[src/rtl/btn_cond_if.sv]
// Push-button conditioner signal bundle: raw button levels in, press pulses and debounced levels out.
interface btn_cond_if;
  logic raw_a;
  logic raw_b;
  logic a;
  logic b;
  logic a_lvl;
  logic b_lvl;

  modport master (output raw_a, raw_b, input a, b, a_lvl, b_lvl);
  modport slave  (input raw_a, raw_b, output a, b, a_lvl, b_lvl);
endinterface

[src/rtl/btn_cond.sv]
// Two-channel push-button conditioner: 2-flop sync, optional debounce, arbitrated press pulses.
// Define BTN_COND_DEBOUNCE_EN to build in the per-channel debounce FSMs and counters.
module btn_cond #(
  parameter int DB_CYCLES = 4
) (
  input  logic      En,
  input  logic      rst,
  btn_cond_if.slave bus
);

  if (DB_CYCLES < 1 || DB_CYCLES > 255) begin : g_db_range
    $error("btn_cond: DB_CYCLES must be within 1..255");
  end

  logic [1:0] raw;
  logic [1:0] sync1;
  logic [1:0] sync2;
  logic [1:0] lvl;
  logic [1:0] rise;
  logic       a_q;
  logic       b_q;
  logic       pend_b;

  assign raw = {bus.raw_b, bus.raw_a};

  always_ff @(posedge En or negedge rst) begin
    if (!rst) begin
      sync1 <= '0;
      sync2 <= '0;
    end else begin
      sync1 <= raw;
      sync2 <= sync1;
    end
  end

`ifdef BTN_COND_DEBOUNCE_EN
  // state       | meaning
  // ST_LOW      | released, waiting for a synchronized press
  // ST_RISE_CHK | press seen, counting stable-high samples
  // ST_HIGH     | pressed, waiting for a synchronized release
  // ST_FALL_CHK | release seen, counting stable-low samples
  localparam int            CW       = $clog2(DB_CYCLES + 1);
  localparam logic [CW-1:0] CNT_DONE = CW'(DB_CYCLES);
  localparam logic [CW-1:0] CNT_MAX  = {CW{1'b1}};

  typedef enum logic [1:0] {ST_LOW, ST_RISE_CHK, ST_HIGH, ST_FALL_CHK} state_t;

  state_t        state   [2];
  logic [CW-1:0] cnt     [2];
  logic [CW-1:0] cnt_inc [2];

  always_comb begin
    for (int i = 0; i < 2; i++) begin
      cnt_inc[i] = (cnt[i] == CNT_MAX) ? cnt[i] : cnt[i] + CW'(1);
      rise[i]    = (state[i] == ST_RISE_CHK) && sync2[i] && (cnt_inc[i] == CNT_DONE);
    end
  end

  always_ff @(posedge En or negedge rst) begin
    if (!rst) begin
      for (int i = 0; i < 2; i++) begin
        state[i] <= ST_LOW;
        cnt[i]   <= '0;
      end
      lvl <= '0;
    end else begin
      for (int i = 0; i < 2; i++) begin
        case (state[i])
          ST_LOW: begin
            if (sync2[i]) begin
              state[i] <= ST_RISE_CHK;
              cnt[i]   <= '0;
            end
          end
          ST_RISE_CHK: begin
            if (!sync2[i]) begin
              state[i] <= ST_LOW;
              cnt[i]   <= '0;
            end else if (cnt_inc[i] == CNT_DONE) begin
              state[i] <= ST_HIGH;
              cnt[i]   <= '0;
              lvl[i]   <= 1'b1;
            end else begin
              cnt[i] <= cnt_inc[i];
            end
          end
          ST_HIGH: begin
            if (!sync2[i]) begin
              state[i] <= ST_FALL_CHK;
              cnt[i]   <= '0;
            end
          end
          ST_FALL_CHK: begin
            if (sync2[i]) begin
              state[i] <= ST_HIGH;
              cnt[i]   <= '0;
            end else if (cnt_inc[i] == CNT_DONE) begin
              state[i] <= ST_LOW;
              cnt[i]   <= '0;
              lvl[i]   <= 1'b0;
            end else begin
              cnt[i] <= cnt_inc[i];
            end
          end
          default: begin
            state[i] <= ST_LOW;
            cnt[i]   <= '0;
            lvl[i]   <= 1'b0;
          end
        endcase
      end
    end
  end
`else
  // Extra delay stage keeps the pulse one edge behind the level, matching the debounced timing shape.
  logic [1:0] lvl_d;

  always_ff @(posedge En or negedge rst) begin
    if (!rst) begin
      lvl   <= '0;
      lvl_d <= '0;
    end else begin
      lvl   <= sync2;
      lvl_d <= lvl;
    end
  end

  assign rise = lvl & ~lvl_d;
`endif

  // Channel a wins a same-edge tie; b is deferred so the two pulses never overlap.
  always_ff @(posedge En or negedge rst) begin
    if (!rst) begin
      a_q    <= 1'b0;
      b_q    <= 1'b0;
      pend_b <= 1'b0;
    end else begin
      a_q    <= rise[0];
      b_q    <= (rise[1] | pend_b) & ~rise[0];
      pend_b <= (rise[1] | pend_b) & rise[0];
    end
  end

  assign bus.a     = a_q;
  assign bus.b     = b_q;
  assign bus.a_lvl = lvl[0];
  assign bus.b_lvl = lvl[1];

endmodule

[src/flat_wrapper.sv]
// flat-port wrapper written by rule: the top's interface ports become plain ports
module btn_cond_flat 
#(
  parameter int DB_CYCLES = 4
)
  (En, rst, bus_raw_a, bus_raw_b, bus_a, bus_b, bus_a_lvl, bus_b_lvl);
  btn_cond_if bus_i ();
  input  logic En;
  input  logic rst;
  input wire logic [$bits(bus_i.raw_a)-1:0] bus_raw_a;
  input wire logic [$bits(bus_i.raw_b)-1:0] bus_raw_b;
  output wire logic [$bits(bus_i.a)-1:0] bus_a;
  output wire logic [$bits(bus_i.b)-1:0] bus_b;
  output wire logic [$bits(bus_i.a_lvl)-1:0] bus_a_lvl;
  output wire logic [$bits(bus_i.b_lvl)-1:0] bus_b_lvl;
  assign bus_i.raw_a = bus_raw_a;
  assign bus_i.raw_b = bus_raw_b;
  assign bus_a = bus_i.a;
  assign bus_b = bus_i.b;
  assign bus_a_lvl = bus_i.a_lvl;
  assign bus_b_lvl = bus_i.b_lvl;
  btn_cond #(.DB_CYCLES(DB_CYCLES)) u_core (.En(En), .rst(rst), .bus(bus_i));
endmodule
[config.mk]
export PLATFORM = sky130hd
export DESIGN_NAME = btn_cond_flat
export DESIGN_NICKNAME = d
export VERILOG_FILES = /design/src/rtl/btn_cond_if.sv /design/src/rtl/btn_cond.sv /design/src/flat_wrapper.sv
export SDC_FILE = /design/constraint.sdc
export NUM_CORES = 1
export LEC_CHECK = 0
export CORE_AREA = 2 2 39 41
export CTS_CLUSTER_DIAMETER = 100
export DETAILED_ROUTE_END_ITERATION = 10
export DIE_AREA = 0 0 41 43
export HOLD_SLACK_MARGIN = 0.06
export PLACE_DENSITY = 0.54
export SYNTH_ARGS = -nofsm -noshare
export SYNTH_HDL_FRONTEND = slang
export SYNTH_SLANG_ARGS = --single-unit
[constraint.sdc]
create_clock -name En -period 2.2 [get_ports En]
set_input_delay 0.44 -clock En [delete_from_list [all_inputs] [get_ports En]]
set_output_delay 0.44 -clock En [all_outputs]
set_load 0.03 [all_outputs]
======== Yosys cells after proc, flatten, opt, wreduce, memory -nomap -nowiden ========
Cells that the tools add are included.
word-level totals
  input bits .............................. 4
  logic and storage cells ................. 13
  output and inout bits ................... 4
  register bits after elaboration ......... 11
operators by class
  bitwise operators ....................... 6
operators with widths
  cell               count
  1-bit bitwise AND  2
  2-bit bitwise AND  1
  2-bit inverter     1
  1-bit inverter     1
  1-bit bitwise OR   1

======== Longest topological paths before layout ========
Gate-level depths: netlist of the first run.
  depth after elaboration ................. 4
  mapped depth ............................ 2
  depth with buffers taken out ............ 2

======== Worst setup path before layout of the first run ========
No wires, ideal clock.
  path kind ............................... reg-to-output
  start ................................... register u_core.lvl[1]
  end ..................................... output port bus_b_lvl
  required time ........................... 1.760 ns
  path buffers ............................ 0
  slack ................................... 1.266 ns
  stages on the path, launching flop included .. 1
  arrival ................................. 0.494 ns
  path through ............................ dfrtp_1
RTL lines
  what                    line                source
  from (decl)             btn_cond.sv:18      logic [1:0] lvl;
  from (signal assigned)  btn_cond.sv:123     lvl <= sync2;
  to (decl)               flat_wrapper.sv:15  output wire logic [$bits(bus_i.b_lvl)-1:0] bus_b_lvl;
No word-level cell between the ends.

======== Final worst setup path of the first run ========
  start ................................... register u_core.lvl[1]
  end ..................................... output port bus_b_lvl
No word-level cell between the ends.

==> results by group, run 1 <==
Routing
  • DR vias: 155
  • Final wirelength: 430 um
  • Antenna-violating nets left: 0
  • Vias per cell: 3.60
  • Starting DRT DRC Count: 3
  • DR DRC count: 0
  • Average wire per standard cell: 10.0 um
  • First-pass DRT Iterations: 2

Power and ir drop
  • Clk network pwr share: 34.3%
  • Comb power frac: 8.1%
  • Peak supply drop: 0.218 mV
  • Leak pwr: 0.189 nW
  • Internal cell power: 0.000297 W
  • Power density over the cells: 872 nW/um^2
  • P_sw: 0.0000795 W
  • Sw Ratio: 21.1%
  • Sequential Power Share: 57.6%

Floorplanning
  • Initial Util: 22.8%
  • Die H: 43 um
  • # IOs: 8
  • # rows: 14
  • Full die area: 1760 um^2
  • Core Area: 1380 um^2
  • Die W: 41 um

Worst setup path
  • Critical Path Source Type: flip-flop
  • Crit path max-delay family: buffers and inverters
  • Slowest-stage cell, CP: clkdlybuf4s50_1
  • Worst path required time: 1760 ps
  • Critical Path Source: u_core.lvl[1]$_DFF_PN0_
  • Max FO, Critical Path: 3
  • CP Capture Type: output pin
  • CP cell instances: clkdlybuf4s50_1
  • Crit-path max cell delay: 680 ps
  • Critical path class: flip-flop to output pin
  • CP bufs+invs: 1
  • Worst r2r src: u_core.lvl[0]$_DFF_PN0_
  • Worst Path Arrival: 1300 ps

Timing
  • Final Hold Vio Count: 0
  • Max Slew Vio Count: 0
  • Fin crit period: 1740 ps
  • Clock Skews: 2.59 ps
  • Final WS setup: 458 ps
  • Hold WS: 358 ps
  • Setup TNS: 0 ps
  • Slew margin rel.: 68.7%
  • Final Setup Violations: 0
  • Unrepaired setup endpoints after global routing: no
  • Worst slew pin tran: 469 ps
  • F_max: 0.574 GHz
  • Final period util: 79.2%

CTS
  • Worst-path clk slew: 60 ps
  • Setup repair bufs after CTS: 0
  • Root buf cell: clkbuf_4
  • Quantity of gates resized following cts: 0
  • # clock sinks: 11
  • Hold Buf Count CTS: 0
  • CTS Buf Count: 3
  • Htree depth: 1
  • Clock buffer depth: 2
  • CTS tree: built
  • Later-pin clock latency in the skew report: 260 ps

Layout
  • Fill count: 140
  • Share of post-route cells with drive strength above 1: 18.5%
  • Final core utilization: 31.2%
  • Syn-to-layout area delta: 36.9%
  • Ant diodes: 0
  • Commonest cells after routing, fill and taps aside: dfrtp_1 (11), clkdlybuf4s50_1 (7), clkbuf_4 (3)
  • Most common cell after layout, fill and taps aside: dfrtp_1
  • Final Net Count: 32
  • Final Cell Area: 432 um^2

Yosys
  • Avg Inst Size Synth: 19.7 um^2
  • Sequential fraction of the synthesis area: 87.3%
  • Cell Area, Synth: 315 um^2
  • Unique masters post-synth: 6
  • Number of synthesized register bits: 11
  • Syn_nets: 20
  • Synthesized instance count: 16
  • Synth warnings: 0

Run
  • Max-Cap Viols: 0

Placed design
  • Routability cong.: 0.524
  • Placed Instance Area: 405 um^2
  • Pre-CTS setup slack: 729 ps
  • Port bufs: 7

GRT
  • First-pass GRT wire length: 765 um
  • Pin count of the biggest net entering global routing: 12
  • Tot GR Track Use: 7.47%
  • Initial antenna violation count: 0
  • Vias in the first global route: 191
  • Gr ovfl total: 0

Worst hold path
  • Hold WC Path Type: flip-flop to flip-flop
  • Hold Path Origin: u_core.sync2[1]$_DFF_PN0_

Run status
  • Status: finished clean
## worst paths after layout
kind	to	slack, ps	depth (start not counted)
max	bus_b_lvl	460	1
min	u_core.lvl[1]$_DFF_PN0_	360	0
max reg2reg	u_core.pend_b$_DFF_PN0_	1420	2
min reg2reg	u_core.lvl[1]$_DFF_PN0_	360	0
max in group asynchronous	u_core.lvl_d[1]$_DFF_PN0_	1380	1
min in group asynchronous	u_core.sync1[0]$_DFF_PN0_	500	1
## sequential cells by signal (all words and copies together), names as in the netlist
signal,count
u_core.bus.a,1
u_core.bus.b,1
u_core.lvl,2
u_core.lvl_d,2
u_core.pend_b,1
u_core.sync1,2
u_core.sync2,2
## power groups by stage
stage | registers, W | logic [W] | clock network (W)
global route | 0.000218 | 0.0000333 | 0.000155
global placement | 0.000220 | 0.0000306 | 0
finish | 0.000217 | 0.0000305 | 0.000129
CTS | 0.000217 | 0.0000310 | 0.000140
floorplan | 0.000228 | 0.00000471 | 0
detailed placement | 0.000221 | 0.0000310 | 0
## through the flow
stage / cells / total power, W
finish: 43 / 0.000376
global route: 43 / 0.000406
CTS: 43 / 0.000388
detailed placement: 39 / 0.000252
global placement: 39 / 0.000250
floorplan: 16 / 0.000233
## cell families after synthesis
family	count (synthesis)	share of synthesized area, %
AO/OA/AOI/OAI	2	5.16
buffers and inverters	1	1.19
AND/OR/NAND/NOR	2	6.35
flip-flops	11	87.3
## area by class of cell
| cell class | count | area (um^2) | area share, % |
|---|---|---|---|
| Inverter | 1 | 3.75 | 0.870 |
| Tap cell | 16 | 20.0 | 4.64 |
| Multi-Input combinational cell | 4 | 36.3 | 8.41 |
| Clock buffer | 4 | 26.3 | 6.09 |
| Timing Repair Buffer | 7 | 70.1 | 16.2 |
| Sequential cell | 11 | 275 | 63.8 |
## routing by layer
metal	routed length, um	part of all wire (%)	GRT usage, %	vias to the layer above
met3	42	9.8	3.14	2
met5	0	0	0	-
li1	-	-	-	71
met1	159	37	7.88	74
met4	8	1.9	10.0	0
met2	219	51	9.06	8
## cell usage after synthesis (all sizes together)
cell type	number	area [um^2]
nor2b	1	13.8
inv	1	3.75
a21oi	1	5.00
nand2b	1	6.26
dfrtp	11	275
a21boi	1	11.3
(Power assumes the default switching activity.)
==> run 2: changes to the inputs <==
- PLACE_DENSITY: 0.54 -> 0.55
- clock period: 2.2 -> 1.5 ns (I/O delays scaled with it)
==> results by group, run 2 (synthesis gave the netlist of run 1 again) <==
Run
  • Max-Cap Viols: 0 (unchanged)

Worst setup path
  • Worst r2r dst: u_core.pend_b$_DFF_PN0_
  • Critical Path Source Type: flip-flop
  • R2R cell count: 2 (unchanged)
  • Worst path required time: 1200 ps (-560 ps)
  • CP cell instances: dlygate4sd2_1
  • Worst Path Arrival: 1030 ps (-270 ps)
  • Critical path class: flip-flop to output pin
  • Worst r2r src: u_core.lvl[0]$_DFF_PN0_
  • Slowest-stage cell, CP: dlygate4sd2_1
  • Crit path max-delay family: buffers and inverters
  • R2r setup slk: 720 ps (-700 ps)
  • Crit-path max cell delay: 400 ps (-280 ps)
  • CP bufs+invs: 1 (unchanged)
  • Max FO, Critical Path: 3 (unchanged)
  • CP Capture Type: output pin

Placed design
  • Routability cong.: 0.522 (-0.27%)
  • Pre-CTS setup slack: 170 ps (-559 ps)
  • Port bufs: 7 (unchanged)

Power and ir drop
  • Power, Total: 0.000547 W (+45%)
  • Power density over the cells: 1280 nW/um^2 (+47%)
  • Peak supply drop: 0.606 mV (+180%)
  • Leak pwr: 0.198 nW (+4.8%)

Floorplanning
  • Full die area: 1760 um^2 (unchanged)
  • Die W: 41 um (unchanged)
  • Core Area: 1380 um^2 (unchanged)
  • Initial Util: 22.8% (unchanged)
  • # IOs: 8 (unchanged)
  • Die H: 43 um (unchanged)
  • # rows: 14 (unchanged)

Run status
  • Status: finished clean

CTS
  • Clock buffer depth: 2 (unchanged)
  • # clock sinks: 11 (unchanged)
  • Root buf cell: clkbuf_4
  • Quantity of gates resized following cts: 4 (+4)
  • Hold Buf Count CTS: 0 (unchanged)
  • CTS Buf Count: 3 (unchanged)
  • Htree depth: 1 (unchanged)
  • Setup repair bufs after CTS: 0 (unchanged)
  • CTS tree: built
  • Worst-path clk slew: 60 ps (about the same)
  • Later-pin clock latency in the skew report: 260 ps (about the same)

Routing
  • DR DRC count: 0 (unchanged)
  • Routed wl met2: 194 um (-11%)
  • WL met1: 126 um (-21%)
  • Vias per cell: 3.72 (+3.2%)
  • Average wire per standard cell: 8.88 um (-11%)
  • Antenna-violating nets left: 0 (unchanged)
  • Starting DRT DRC Count: 1 (-2)
  • DR WL met3: 60 um (+43%)
  • Highest metal layer with signal wires: met3
  • Final wirelength: 382 um (-11%)
  • First-pass DRT Iterations: 3 (+1)
  • DR vias: 160 (+3.2%)

Timing
  • Final period util: 88.5%
  • Clock Skews: 0.362 ps (-2.23 ps)
  • Final WS setup: 173 ps (-285 ps)
  • F_max: 0.753 GHz
  • Worst slew pin tran: 454 ps (-14.2 ps)
  • Max Slew Vio Count: 0 (unchanged)
  • Unrepaired setup endpoints after global routing: no
  • Final Setup Violations: 0 (unchanged)
  • Final Hold Vio Count: 0 (unchanged)
  • Setup TNS: 0 ps (unchanged)
  • Hold WS: 346 ps (-11.4 ps)
  • Fin crit period: 1330 ps
  • Slew margin rel.: 69.6% (+0.95 points)

GRT
  • Vias in the first global route: 159 (-17%)
  • First-pass GRT wire length: 669 um (-13%)
  • Pin count of the biggest net entering global routing: 12 (unchanged)
  • Initial antenna violation count: 0 (unchanged)
  • Tot GR Track Use: 6.65% (-0.82 points)
  • Gr ovfl total: 0 (unchanged)

Worst hold path
  • Hold WC Path Type: input pin to async pin

Layout
  • Ant diodes: 0 (unchanged)
  • Share of post-route cells with drive strength above 1: 18.5% (unchanged)
  • Multi-input logic area: 36.3 um^2 (unchanged)
  • Storage cell area: 275 um^2 (unchanged)
  • Commonest cells after routing, fill and taps aside: dfrtp_1 (11), dlygate4sd2_1 (4), clkbuf_4 (3), clkdlybuf4s50_1 (3)
  • Final Net Count: 32 (unchanged)
  • Syn-to-layout area delta: 35.3%
  • Most common cell after layout, fill and taps aside: dfrtp_1
  • Fill count: 141 (+0.71%)
[run 2: changes by cell type in the layout (fill, tap and decap cells not counted)]
cell,change
dlygate4sd2_1,+4
clkdlybuf4s50_1,-4
[run 2: per-stage QoR]
step	utilization (%)	instances	cell area, um^2
floorplan	-	16	315
global placement	29.3	39	405
detailed placement	29.3	39	405
CTS	30.8	43	427
global route	30.8	43	427
finish	30.8	43	427
[run 2: metal layers]
metal  track usage [%]  up-vias
li1                  -       71
met1              5.82       78
met2              8.44       11
met3              7.85        0
met4              4.00        0
met5                 0        -
[run 2: report_power, final]
part           internal, W  total [W]  leakage [nW]  switching, W
Combinational    0.0000169  0.0000403        0.0506     0.0000234
Clock             0.000103   0.000190        0.0150     0.0000876
Sequential        0.000312   0.000317         0.133    0.00000515
Total             0.000431   0.000547         0.198      0.000116
[run 2: cell type report]
class,instances,share of cell area [%]
inverter,1,0.880
multi-input combinational,4,8.50
tap,16,4.69
timing repair buffer,7,15.2
clock buffer,4,6.16
sequential,11,64.5
[run 2: how the worst max path moves through the flow]
stage	startpoint	endpoint	slack, ps	cells past startpoint
after floorplan	u_core.lvl[0]$_DFF_PN0_	u_core.pend_b$_DFF_PN0_	580	2
after global placement	u_core.lvl[0]$_DFF_PN0_	bus_a_lvl	170	1
after detailed placement	u_core.lvl[0]$_DFF_PN0_	bus_a_lvl	170	1
after CTS	u_core.lvl[0]$_DFF_PN0_	bus_a_lvl	150	1
after global routing	u_core.lvl[1]$_DFF_PN0_	bus_b_lvl	100	1
final	u_core.lvl[0]$_DFF_PN0_	bus_a_lvl	170	1
==> run 3: changes to the inputs <==
- SETUP_SLACK_MARGIN: default -> 0.3
==> results by group, run 3 (synthesis gave the netlist of run 1 again) <==
Worst setup path
  • Slowest-stage cell, CP: dfrtp_1
  • CP cell instances: buf_2
  • CP Capture Type: output pin
  • Worst Path Arrival: 840 ps (-190 ps)
  • Crit-path max cell delay: 390 ps (about the same)
  • Max FO, Critical Path: 3 (unchanged)
  • Critical Path Source Type: flip-flop
  • R2r setup slk: 720 ps (about the same)
  • Worst path required time: 1200 ps (about the same)
  • Crit path max-delay family: flip-flops
  • CP bufs+invs: 1 (unchanged)
  • Critical path class: flip-flop to output pin

CTS
  • Setup repair bufs after CTS: 0 (unchanged)
  • Later-pin clock latency in the skew report: 260 ps (about the same)
  • # clock sinks: 11 (unchanged)
  • Htree depth: 1 (unchanged)
  • Root buf cell: clkbuf_4
  • Clock buffer depth: 2 (unchanged)
  • CTS tree: built
  • Worst-path clk slew: 60 ps (about the same)
  • CTS Buf Count: 3 (unchanged)

Placed design
  • Port bufs: 7 (unchanged)
  • Routability cong.: 0.522 (unchanged)
  • Pre-CTS setup slack: 170 ps (unchanged)

Floorplanning
  • Initial Util: 22.8% (unchanged)
  • Core Area: 1380 um^2 (unchanged)
  • Full die area: 1760 um^2 (unchanged)
  • Die H: 43 um (unchanged)
  • Die W: 41 um (unchanged)
  • # rows: 14 (unchanged)
  • # IOs: 8 (unchanged)

Timing
  • Max Slew Vio Count: 0 (unchanged)
  • Final WS setup: 364 ps (+192 ps)
  • Final Setup Violations: 0 (unchanged)
  • Worst slew pin tran: 454 ps (unchanged)
  • Setup TNS: 0 ps (unchanged)
  • F_max: 0.881 GHz (+17%)
  • Final Hold Vio Count: 0 (unchanged)
  • Clock Skews: 0.362 ps (unchanged)
  • Final period util: 75.7% (-13 points)
  • Fin crit period: 1140 ps (-192 ps)
  • Slew margin rel.: 69.6% (unchanged)
  • Unrepaired setup endpoints after global routing: no

Routing
  • Vias per cell: 3.72 (unchanged)
  • Antenna-violating nets left: 0 (unchanged)
  • First-pass DRT Iterations: 3 (unchanged)
  • Final wirelength: 389 um (+1.8%)
  • Average wire per standard cell: 9.05 um (+1.8%)
  • DR vias: 160 (unchanged)
  • Starting DRT DRC Count: 1 (unchanged)
  • DR DRC count: 0 (unchanged)

Layout
  • Final Net Count: 32 (unchanged)
  • Syn-to-layout area delta: 30.6%
  • Share of post-route cells with drive strength above 1: 33.3% (+15 points)
  • Commonest cells after routing, fill and taps aside: dfrtp_1 (11), buf_2 (4), clkbuf_4 (3), clkdlybuf4s50_1 (3)
  • Multi-input logic area: 36.3 um^2 (unchanged)
  • Ant diodes: 0 (unchanged)
  • Fill count: 141 (unchanged)
  • Storage cell area: 275 um^2 (unchanged)
  • Most common cell after layout, fill and taps aside: dfrtp_1

Worst hold path
  • Hold WC Path Type: input pin to async pin

GRT
  • First-pass GRT wire length: 669 um (unchanged)
  • Gr ovfl total: 0 (unchanged)
  • Pin count of the biggest net entering global routing: 12 (unchanged)
  • Vias in the first global route: 159 (unchanged)
  • Initial antenna violation count: 0 (unchanged)
  • Tot GR Track Use: 6.65% (unchanged)

Power and ir drop
  • Power density over the cells: 1330 nW/um^2 (+3.4%)
  • Peak supply drop: 0.606 mV (about the same)
  • Leak pwr: 0.192 nW (-3.4%)

Run status
  • Status: finished clean

Run
  • Max-Cap Viols: 0 (unchanged)
-- run 3: changes by cell type in the layout (fill, tap and decap cells not counted) --
cell	change
dlygate4sd2_1	-4
buf_2	+4
-- run 3: through the flow --
| stage | utilization, % | std cells | area (um^2) | total power [W] | hold slack (ps) |
|---|---|---|---|---|---|
| floorplan | - | 16 | 315 | 0.000341 | 4.41 |
| CTS | 29.7 | 43 | 412 | 0.000562 | 351 |
| finish | 29.7 | 43 | 412 | 0.000546 | 346 |
| detailed placement | 29.3 | 39 | 405 | 0.000369 | 336 |
| global route | 29.7 | 43 | 412 | 0.000583 | 360 |
| global placement | 29.3 | 39 | 405 | 0.000367 | 335 |
-- run 3: path summary, 6_finish.rpt --
kind / from / to / cells after the start
max: u_core.lvl[0]$_DFF_PN0_ / bus_a_lvl / 1
max reg2reg: u_core.lvl[0]$_DFF_PN0_ / u_core.pend_b$_DFF_PN0_ / 2
min in group En: u_core.sync1[1]$_DFF_PN0_ / u_core.sync2[1]$_DFF_PN0_ / 0
min reg2reg: u_core.sync1[1]$_DFF_PN0_ / u_core.sync2[1]$_DFF_PN0_ / 0
min: rst / u_core.bus.a$_DFF_PN0_ / 1
max in group asynchronous: rst / u_core.sync1[1]$_DFF_PN0_ / 1
-- run 3: repair_timing --
action,4_1_cts,5_1_grt
resized for setup,20,0
setup endpoints to repair,4,0
hold buffers,0,0
-- run 3: worst register-to-register path: cells and delay by family (launching register included) --
family | cells | cell delay [ps]
flip-flops | 1 | 390
AND/OR/NAND/NOR | 1 | 140
AO/OA/AOI/OAI | 1 | 140
-- run 3: per-layer routing --
layer | GRT usage (%) | part of all wire [%] | vias to the layer above | routed length, um
met5 | 0 | 0 | - | 0
met4 | 4.00 | 0 | 0 | 0
met3 | 7.85 | 17 | 0 | 68
li1 | - | - | 71 | -
met2 | 8.44 | 50 | 11 | 194
met1 | 5.82 | 33 | 78 | 127
-- run 3: final cells by class --
cell class              instances  share of cell area, %
well taps                      16                   4.86
clock buffers                   4                   6.38
repair buffers                  7                   12.2
inverters                       1                  0.912
multi-input cells               4                   8.81
flip-flops and latches         11                   66.9
-- run 3: power by group --
part	total, W	internal, W	switching, W
clock	0.000190	0.000103	0.0000876
sequential	0.000317	0.000312	0.00000518
combinational	0.0000389	0.0000154	0.0000235
